==> src/rtl/uart_rx_if.sv <==
// Receive-side consumer interface of uart_rx_buffered: FWFT byte stream plus
// buffer occupancy and sticky error status.
interface uart_rx_if #(
  parameter int DEPTH = 8
);
  logic [7:0]              data_out;
  logic                    data_out_valid;
  logic                    data_out_ready;
  logic [$clog2(DEPTH):0]  count;
  logic                    framing_error;
  logic                    overflow;
  logic                    clear_errors;

  modport master (
    output data_out, data_out_valid, count, framing_error, overflow,
    input  data_out_ready, clear_errors
  );

  modport slave (
    input  data_out, data_out_valid, count, framing_error, overflow,
    output data_out_ready, clear_errors
  );
endinterface

==> src/rtl/uart_rx_buffered.sv <==
// 8N1 UART receiver with a first-word-fall-through receive FIFO and sticky
// framing/overflow status.
module uart_rx_buffered #(
  parameter int CLOCK_FREQ = 125_000_000,
  parameter int BAUD_RATE  = 115_200,
  parameter int DEPTH      = 8
) (
  input  logic     clk,
  input  logic     rst,
  input  logic     serial_in,
  uart_rx_if.master rx
);
  localparam int SYMBOL_EDGE_TIME = CLOCK_FREQ / BAUD_RATE;
  localparam int SAMPLE_TIME      = SYMBOL_EDGE_TIME / 2;
  localparam int CYC_W            = $clog2(SYMBOL_EDGE_TIME);
  localparam int PTR_W            = $clog2(DEPTH);
  localparam int CNT_W            = PTR_W + 1;
  localparam logic [CYC_W-1:0] SAMPLE_LAST = CYC_W'(SAMPLE_TIME - 1);
  localparam logic [CYC_W-1:0] SYMBOL_LAST = CYC_W'(SYMBOL_EDGE_TIME - 1);

  typedef enum logic [2:0] {
    S_IDLE,
    S_START,
    S_DATA,
    S_STOP,
    S_WAIT_IDLE
  } state_t;

  state_t             state, state_next;
  logic               rx_sync_p0, rx_s;
  logic [CYC_W-1:0]   cyc;
  logic [2:0]         bit_cnt;
  logic [7:0]         shift;
  logic               cyc_clr, bit_take, push, set_fe;

  logic [7:0]         mem [DEPTH];
  logic [PTR_W-1:0]   wr_ptr, rd_ptr;
  logic [CNT_W-1:0]   count;
  logic               framing_error, overflow;
  logic               pop, full, wr_en, ovf_set;

  // Stage p0/p1: two-flop synchroniser, idle-high
  always_ff @(posedge clk or posedge rst) begin
    if (rst) begin
      rx_sync_p0 <= 1'b1;
      rx_s       <= 1'b1;
    end else begin
      rx_sync_p0 <= serial_in;
      rx_s       <= rx_sync_p0;
    end
  end

  always_ff @(posedge clk or posedge rst) begin
    if (rst) begin
      state   <= S_IDLE;
      cyc     <= '0;
      bit_cnt <= '0;
      shift   <= '0;
    end else begin
      state <= state_next;
      cyc   <= cyc_clr ? '0 : cyc + 1'b1;
      if (state == S_IDLE)
        bit_cnt <= '0;
      else if (bit_take)
        bit_cnt <= bit_cnt + 1'b1;
      if (bit_take)
        shift <= {rx_s, shift[7:1]};
    end
  end

  // START waits half a symbol so every later sample lands mid-bit
  always_comb begin
    state_next = state;
    cyc_clr    = 1'b0;
    bit_take   = 1'b0;
    push       = 1'b0;
    set_fe     = 1'b0;
    case (state)
      S_IDLE: begin
        cyc_clr = 1'b1;
        if (!rx_s) state_next = S_START;
      end
      S_START: begin
        if (cyc == SAMPLE_LAST) begin
          cyc_clr    = 1'b1;
          state_next = rx_s ? S_IDLE : S_DATA;
        end
      end
      S_DATA: begin
        if (cyc == SYMBOL_LAST) begin
          cyc_clr  = 1'b1;
          bit_take = 1'b1;
          if (bit_cnt == 3'd7) state_next = S_STOP;
        end
      end
      S_STOP: begin
        if (cyc == SYMBOL_LAST) begin
          cyc_clr = 1'b1;
          if (rx_s) begin
            push       = 1'b1;
            state_next = S_IDLE;
          end else begin
            set_fe     = 1'b1;
            state_next = S_WAIT_IDLE;
          end
        end
      end
      S_WAIT_IDLE: begin
        cyc_clr = 1'b1;
        if (rx_s) state_next = S_IDLE;
      end
      default: state_next = S_IDLE;
    endcase
  end

  assign pop     = (count != '0) && rx.data_out_ready;
  assign full    = (count == CNT_W'(DEPTH));
  // A full FIFO still accepts a byte when the head is leaving this cycle
  assign wr_en   = push && (!full || pop);
  assign ovf_set = push && full && !pop;

  always_ff @(posedge clk or posedge rst) begin
    if (rst) begin
      wr_ptr <= '0;
      rd_ptr <= '0;
      count  <= '0;
      for (int i = 0; i < DEPTH; i++) mem[i] <= '0;
    end else begin
      if (wr_en) begin
        mem[wr_ptr] <= shift;
        wr_ptr      <= wr_ptr + 1'b1;
      end
      if (pop)
        rd_ptr <= rd_ptr + 1'b1;
      case ({wr_en, pop})
        2'b10:   count <= count + 1'b1;
        2'b01:   count <= count - 1'b1;
        default: count <= count;
      endcase
    end
  end

  // Sticky status: a new error wins over a same-cycle clear
  always_ff @(posedge clk or posedge rst) begin
    if (rst) begin
      framing_error <= 1'b0;
      overflow      <= 1'b0;
    end else begin
      if (set_fe)                framing_error <= 1'b1;
      else if (rx.clear_errors)  framing_error <= 1'b0;
      if (ovf_set)               overflow <= 1'b1;
      else if (rx.clear_errors)  overflow <= 1'b0;
    end
  end

  assign rx.data_out       = mem[rd_ptr];
  assign rx.data_out_valid = (count != '0);
  assign rx.count          = count;
  assign rx.framing_error  = framing_error;
  assign rx.overflow       = overflow;
endmodule

==> src/flat_wrapper.sv <==
// flat-port wrapper written by rule: the top's interface ports become plain ports
module uart_rx_buffered_flat 
#(
  parameter int CLOCK_FREQ = 125_000_000,
  parameter int BAUD_RATE  = 115_200,
  parameter int DEPTH      = 8
)
  (clk, rst, serial_in, rx_data_out, rx_data_out_valid, rx_count, rx_framing_error, rx_overflow, rx_data_out_ready, rx_clear_errors);
  uart_rx_if #(.DEPTH(DEPTH)) rx_i ();
  input  logic clk;
  input  logic rst;
  input  logic serial_in;
  output wire logic [$bits(rx_i.data_out)-1:0] rx_data_out;
  output wire logic [$bits(rx_i.data_out_valid)-1:0] rx_data_out_valid;
  output wire logic [$bits(rx_i.count)-1:0] rx_count;
  output wire logic [$bits(rx_i.framing_error)-1:0] rx_framing_error;
  output wire logic [$bits(rx_i.overflow)-1:0] rx_overflow;
  input wire logic [$bits(rx_i.data_out_ready)-1:0] rx_data_out_ready;
  input wire logic [$bits(rx_i.clear_errors)-1:0] rx_clear_errors;
  assign rx_data_out = rx_i.data_out;
  assign rx_data_out_valid = rx_i.data_out_valid;
  assign rx_count = rx_i.count;
  assign rx_framing_error = rx_i.framing_error;
  assign rx_overflow = rx_i.overflow;
  assign rx_i.data_out_ready = rx_data_out_ready;
  assign rx_i.clear_errors = rx_clear_errors;
  uart_rx_buffered #(.CLOCK_FREQ(CLOCK_FREQ), .BAUD_RATE(BAUD_RATE), .DEPTH(DEPTH)) u_core (.clk(clk), .rst(rst), .serial_in(serial_in), .rx(rx_i));
endmodule
==> config.mk <==
export PLATFORM = sky130hd
export DESIGN_NAME = uart_rx_buffered_flat
export DESIGN_NICKNAME = d
export VERILOG_FILES = /design/src/rtl/uart_rx_if.sv /design/src/rtl/uart_rx_buffered.sv /design/src/flat_wrapper.sv
export SDC_FILE = /design/constraint.sdc
export NUM_CORES = 1
export LEC_CHECK = 0
export BUFFER_PORTS_ARGS = -buffer_cell sky130_fd_sc_hd__buf_2
export CORE_MARGIN = 4
export CORE_UTILIZATION = 40
export DETAILED_ROUTE_END_ITERATION = 10
export SYNTH_ARGS = -nofsm -noshare
export SYNTH_HDL_FRONTEND = slang
export SYNTH_SLANG_ARGS = --single-unit
==> constraint.sdc <==
create_clock -name clk -period 8.6 [get_ports clk]
set_input_delay 0.43 -clock clk [delete_from_list [all_inputs] [get_ports clk]]
set_output_delay 0.43 -clock clk [all_outputs]
set_load 0.1 [all_outputs]
After elaboration in Yosys (flattened, before gate mapping)
Index checks and enable logic that the tools add are counted.
{ "word_totals": {"regBits": 103, "latchBits": 0, "ramBits": 0, "romBits": 0, "in_bits": 5, "output_inout_bits": 15, "elab_cells": 95, "mem_count": 0} }
{ "op_classes": {"addsub": 6, "multipliers": 0, "n_div": 0, "order_cmp": 3, "eq_ne": 16, "shift": 0, "mux": 32, "bitwise": 2, "n_reduce_logical": 17} }
{ "op_table": {"columns": ["cell", "n"], "rows": [
  ["64-bit bitwise mux", 1],
  ["3-bit two-way mux", 9],
  ["8-bit binary-select mux with 3-bit select", 1],
  ["8-bit demux with 3-bit select", 1],
  ["8-bit two-way mux", 3],
  ["3-bit case mux with 5 select lines", 1],
  ["1-bit two-way mux", 12],
  ["11-bit by 1-bit adder with 11-bit output, second input constant", 1],
  ["11-bit by 10-bit == test with 1-bit output, second input constant", 1],
  ["11-bit == test, second input constant", 1],
  ["11-bit two-way mux", 1],
  ["2-bit by 1-bit inequality test with 1-bit output, second input constant", 5],
  ["3-bit by 1-bit adder with 3-bit output, second input constant", 3],
  ["4-bit greater-or-equal comparator, second input constant", 2],
  ["3-bit NOT with 4-bit output", 2],
  ["4-bit case mux with 2 select lines", 1],
  ["2-bit nonzero test", 4],
  ["3-bit by 2-bit == test with 1-bit output, second input constant", 2],
  ["3-bit == test, second input constant", 2],
  ["6-bit AND reduction", 1],
  ["1-bit logical AND", 5],
  ["4-bit by 1-bit adder with 4-bit output, second input constant", 1],
  ["4-bit == test, second input constant", 1],
  ["4-bit by 1-bit < comparator with 1-bit output, second input constant", 1],
  ["12 further kinds", 14]
]} }

Longest topological paths before layout
{ "logic_depth": {"ltp_word": 6, "ltp_mapped": 13, "ltp_nobuf": 12} }

Worst setup path before layout
Ideal clock, no wire load.
{ "synth_path": {"path_kind": "register -> register", "from": "register u_core.count[1], in the netlist u_core.rx.count[1]", "to": "register u_core.count[2], in the netlist u_core.rx.count[2]", "setup_time_ns": 0.164, "arrival_ns": 3.305, "slack_ns": 5.131, "path_stages_with_launch": 12, "n_path_buf": 0, "cell_sequence": "dfrtp_1 > nor3_1 > nand2b_1 > nand2_1 > inv_1 > ha_1 > xor2_1 > ha_1 > a21oi_1 > xor2_1 > nor2_1 > xor2_1"} }
{ "synth_via": {"elab_chain_len": 6, "elab_cells_between_ends": 12, "cone_classes": "2 x add/sub; 3 x eq/ne; 1 x mux; 6 x reduce/logical"} }
{ "synth_rtl": {"columns": ["element", "line", "source"], "rows": [
  ["start: declaration", "uart_rx_buffered.sv:38", "logic [CNT_W-1:0] count;"],
  ["start signal: assignment", "uart_rx_buffered.sv:136", "2'b10: count <= count + 1'b1;"],
  ["start signal: assignment", "uart_rx_buffered.sv:137", "2'b01: count <= count - 1'b1;"],
  ["start signal: assignment", "uart_rx_buffered.sv:138", "default: count <= count;"],
  ["4-bit nonzero test *", null, null],
  ["net rx_data_out_valid", "flat_wrapper.sv:14", "output wire logic [$bits(rx_i.data_out_valid)-1:0] rx_data_out_valid;"],
  ["1-bit logical AND *", "uart_rx_buffered.sv:116", "assign pop = (count != '0) && rx.data_out_ready;"],
  ["net u_core.pop", "uart_rx_buffered.sv:40", "logic pop, full, wr_en, ovf_set;"],
  ["1-bit logical OR", "uart_rx_buffered.sv:119", "assign wr_en = push && (!full || pop);"],
  ["1-bit logical AND", "uart_rx_buffered.sv:119", null],
  ["2-bit by 1-bit == test with 1-bit output / 2-bit == test (equally long branches)", "uart_rx_buffered.sv:135", "case ({wr_en, pop})"],
  ["4-bit case mux with 2 select lines / 2-bit nonzero test (equally long branches)", null, null]
]} }
The timed path passes the listed nets; every way through them passes the cells marked *.
A chain may end at the register's enable or synchronous reset.

Worst setup path in the final report
{ "layout_path": {"from": "register u_core.cyc[0]", "to": "register u_core.count[2], in the netlist u_core.rx.count[2]"} }
{ "layout_via": {"elab_chain_len": 6, "elab_cells_between_ends": 8, "cone_classes": "3 x eq/ne; 3 x mux; 2 x reduce/logical"} }
{ "layout_rtl": {"columns": ["element", "line", "source"], "rows": [
  ["start: declaration", "uart_rx_buffered.sv:31", "logic [CYC_W-1:0] cyc;"],
  ["start signal: assignment", "uart_rx_buffered.sv:61", "cyc <= cyc_clr ? '0 : cyc + 1'b1;"],
  ["11-bit == test *", "uart_rx_buffered.sv:97", "if (cyc == SYMBOL_LAST) begin"],
  ["1-bit two-way mux *", "uart_rx_buffered.sv:97", null],
  ["1-bit two-way mux *", "uart_rx_buffered.sv:78", "case (state)"],
  ["1-bit logical AND *", "uart_rx_buffered.sv:119", null],
  ["2-bit by 1-bit == test with 1-bit output / 2-bit == test (equally long branches)", "uart_rx_buffered.sv:135", null],
  ["4-bit case mux with 2 select lines / 2-bit nonzero test (equally long branches)", null, null]
]} }
Every way passes the cells marked *; elsewhere a longest branch is shown, timed or not.

==> flow_summary.json <==
{
  "portBuffers": 19,
  "initial_core_util": 0.4110,
  "die_x_um": 119.6,
  "setup.worst_path.start_class": "register",
  "cts_tree": "yes",
  "startpoint": "u_core.cyc[0]",
  "r2r-start": "u_core.cyc[0]",
  "clock_latency_ps": 350,
  "diodes": 0,
  "via_per_inst": 5.203,
  "vias": 2789,
  "hold_ws_ps": 188.3,
  "fp.dieH_um": 119.6,
  "cts-root-buf": "clkbuf_16",
  "grt_pass1_wl_um": 15610,
  "synth_seq_cells": 103,
  "clockBufferDepth": 2,
  "cts_buffers": 9,
  "status": "finished clean",
  "layout.cells.non_filler": 536,
  "post_cts_buffers": 0,
  "core_area_um2": 12110,
  "grt_max_degree": 60,
  "max_slew_margin": 0.4152,
  "drc": 0,
  "hpwl_um": 5838,
  "post-place-ws_ps": 5681,
  "cts.sinks": 103,
  "synth_edf_count": 0,
  "ys_types": 44,
  "worst-setup-path-type": "register to register",
  "cp-end-kind": "register",
  "leakagePower_nw": 2.770,
  "postSynthAreaPerCell_um2": 14.22,
  "hold_viol_final": 0,
  "min_from": "serial_in",
  "drv_slew": 0,
  "drt-wirelength-per-cell_um": 17.10,
  "drt_iter0_markers": 147,
  "htreeDepth": 3,
  "ctsHoldBuffers": 0,
  "holdCritPathClass": "primary input to register",
  "syn2layout_area_growth_pct": 10.68,
  "ant_nets": 0,
  "tightest_slew_ps": 877.3,
  "ir_drop_uv": 99.38,
  "dp_cells": 520,
  "place_congestion": 0.7548,
  "cp_max_fo": 13,
  "clk_pin_slew_ps": 60,
  "synth_area_um2": 4977,
  "period_needed_ps": 2892,
  "ys_warn_count": 0,
  "p_per_area_nw_per_um2": 162.5,
  "drive_above_1_share": 0.4185,
  "arrival_ps": 3120,
  "antenna_found_initial": 0,
  "drv_cap": 0,
  "ios": 20,
  "setup_slack_ps": 5708,
  "layout.nets": 378,
  "rsz0062_at_grt": "false",
  "clock_skew_ps": 8.087,
  "cts_resized": 0,
  "tns_ps": 0,
  "period_share": 0.3363,
  "finish.utilization": 0.4549,
  "finalSetupViolCount": 0,
  "die_area_um2": 14290,
  "seq_area_frac_synth": 0.5184,
  "grtUsageTotal": 0.1400,
  "syn_inst": 350,
  "first_pass_iters": 4,
  "fmax_ghz": 0.3458,
  "gr-total-overflow": 0,
  "async_flop_share": 1.000,
  "rows": 40,
  "cp.required_ps": 8830,
  "first_global_vias": 2978,
  "wl_um": 9166,
  "ys.flop_type": "dfrtp_1",
  "syn_nets": 365
}
==> kinds of logic (layout without fill, tap and decap cells) <==
group | Yosys count | count (layout) | share of synthesized area
and+or+nand+nor | 74 | 74 | 0.1091
muxes | 102 | 102 | 0.2687
DFF | 103 | 103 | 0.5184
xor gates and xnor gates | 18 | 18 | 0.03167
adders and majority gates | 10 | 10 | 0.02514
AOI/OAI and AO/OA | 15 | 15 | 0.02238
buffers and inverters | 28 | 46 | 0.02464
==> per-stage QoR <==
stage | instance area [µm²] | total power [W]
floorplan | 4977 | 0.0005030
global placement | 5215 | 0.0005078
detailed placement | 5215 | 0.0005081
CTS | 5509 | 0.0009098
global route | 5509 | 0.0009270
finish | 5509 | 0.0008951
==> Yosys cell counts, types with 2 or more instances <==
| master | instances | area share |
|---|---|---|
| clkbuf_1 | 7 | 0.0053 |
| xnor2_1 | 6 | 0.011 |
| nand4_1 | 4 | 0.0050 |
| dfstp_2 | 2 | 0.011 |
| nand2_1 | 3 | 0.0023 |
| and3_1 | 2 | 0.0025 |
| nand2b_1 | 4 | 0.0050 |
| mux4_2 | 16 | 0.072 |
| a22o_1 | 7 | 0.012 |
| nand4b_2 | 3 | 0.0090 |
| nor3_1 | 3 | 0.0030 |
| and4_1 | 2 | 0.0035 |
| nand3_1 | 10 | 0.010 |
| ha_1 | 10 | 0.025 |
| mux2_4 | 3 | 0.0090 |
| buf_4 | 2 | 0.0030 |
| buf_2 | 2 | 0.0020 |
| xor2_1 | 12 | 0.021 |
| dfrtp_1 | 101 | 0.51 |
| nor2_1 | 21 | 0.016 |
| nor4bb_1 | 3 | 0.0060 |
| nor4_1 | 2 | 0.0025 |
| buf_1 | 8 | 0.0060 |
| inv_1 | 8 | 0.0060 |
| o21ai_0 | 2 | 0.0020 |
| nand4_4 | 4 | 0.017 |
| a21oi_1 | 2 | 0.0020 |
| mux2i_1 | 2 | 0.0040 |
| nand3b_1 | 4 | 0.0060 |
| mux2_2 | 81 | 0.18 |
==> power breakdown <==
part	switching, W	internal (W)	total (W)
registers	0.000000763	0.000485	0.000486
clock network	0.000183	0.000215	0.000397
logic	0.0000105	0.00000144	0.0000120
==> cell usage in the layout (no fill, tap or decap), drive strengths merged, types with 7 or more instances in the layout <==
| master | Yosys | final |
|---|---|---|
| ha | 10 | 10 |
| mux4 | 16 | 16 |
| mux2 | 84 | 84 |
| nor2 | 21 | 21 |
| clkbuf | 7 | 11 |
| buf | 13 | 22 |
| nand4 | 8 | 8 |
| inv | 8 | 9 |
| xor2 | 12 | 12 |
| nand3 | 10 | 10 |
| a22o | 7 | 7 |
| dfrtp | 101 | 101 |
==> flip-flops by register name, summed over array words and instances (netlist names) <==
register	cells
u_core.cyc	11
u_core.rx.overflow	1
u_core.rx_sync_p0	1
u_core.rx_s	1
u_core.bit_cnt	3
u_core.shift	8
u_core.rx.count	4
u_core.state	3
u_core.mem	64
u_core.rd_ptr	3
u_core.wr_ptr	3
u_core.rx.framing_error	1
==> routing by layer <==
layer	track usage	vias up	routed length, µm
met5	0	-	0
met4	0.06156	0	185
met3	0.01932	13	176
met2	0.2193	23	4281
met1	0.1954	1450	4522
li1	-	1303	-
==> final timing paths <==
path	slack [ps]	endpoint	depth (start not counted)
min reg2reg	360	u_core.rx_s	0
max in group asynchronous	7350	u_core.mem[50]	3
min	190	u_core.rx_sync_p0	1
max reg2reg	5710	u_core.rx.count[2]	13
min in group asynchronous	220	u_core.mem[13]	2
max	5710	u_core.rx.count[2]	13
==> cell type report <==
cell class | instances | area, µm²
clock buffer | 11 | 252.7
clock inverter | 5 | 41.29
fill | 1110 | 6603
inverter | 8 | 32.53
multi-input combinational | 219 | 2275
sequential | 103 | 2580
tap | 168 | 210.2
timing repair buffer | 22 | 117.6
==> critical path, cell delays in order (launching register included) <==
cell and delay (ps):
dfrtp_1 450, inv_1 90, ha_1 150, nand3b_1 200, nor4_4 300, buf_4 290, nand3_1 140, ha_1 320
xor2_1 160, ha_1 180, a21oi_1 140, xor2_1 160, nor2_1 60, xor2_1 130
Note: power is estimated with default switching activity, not from simulation.
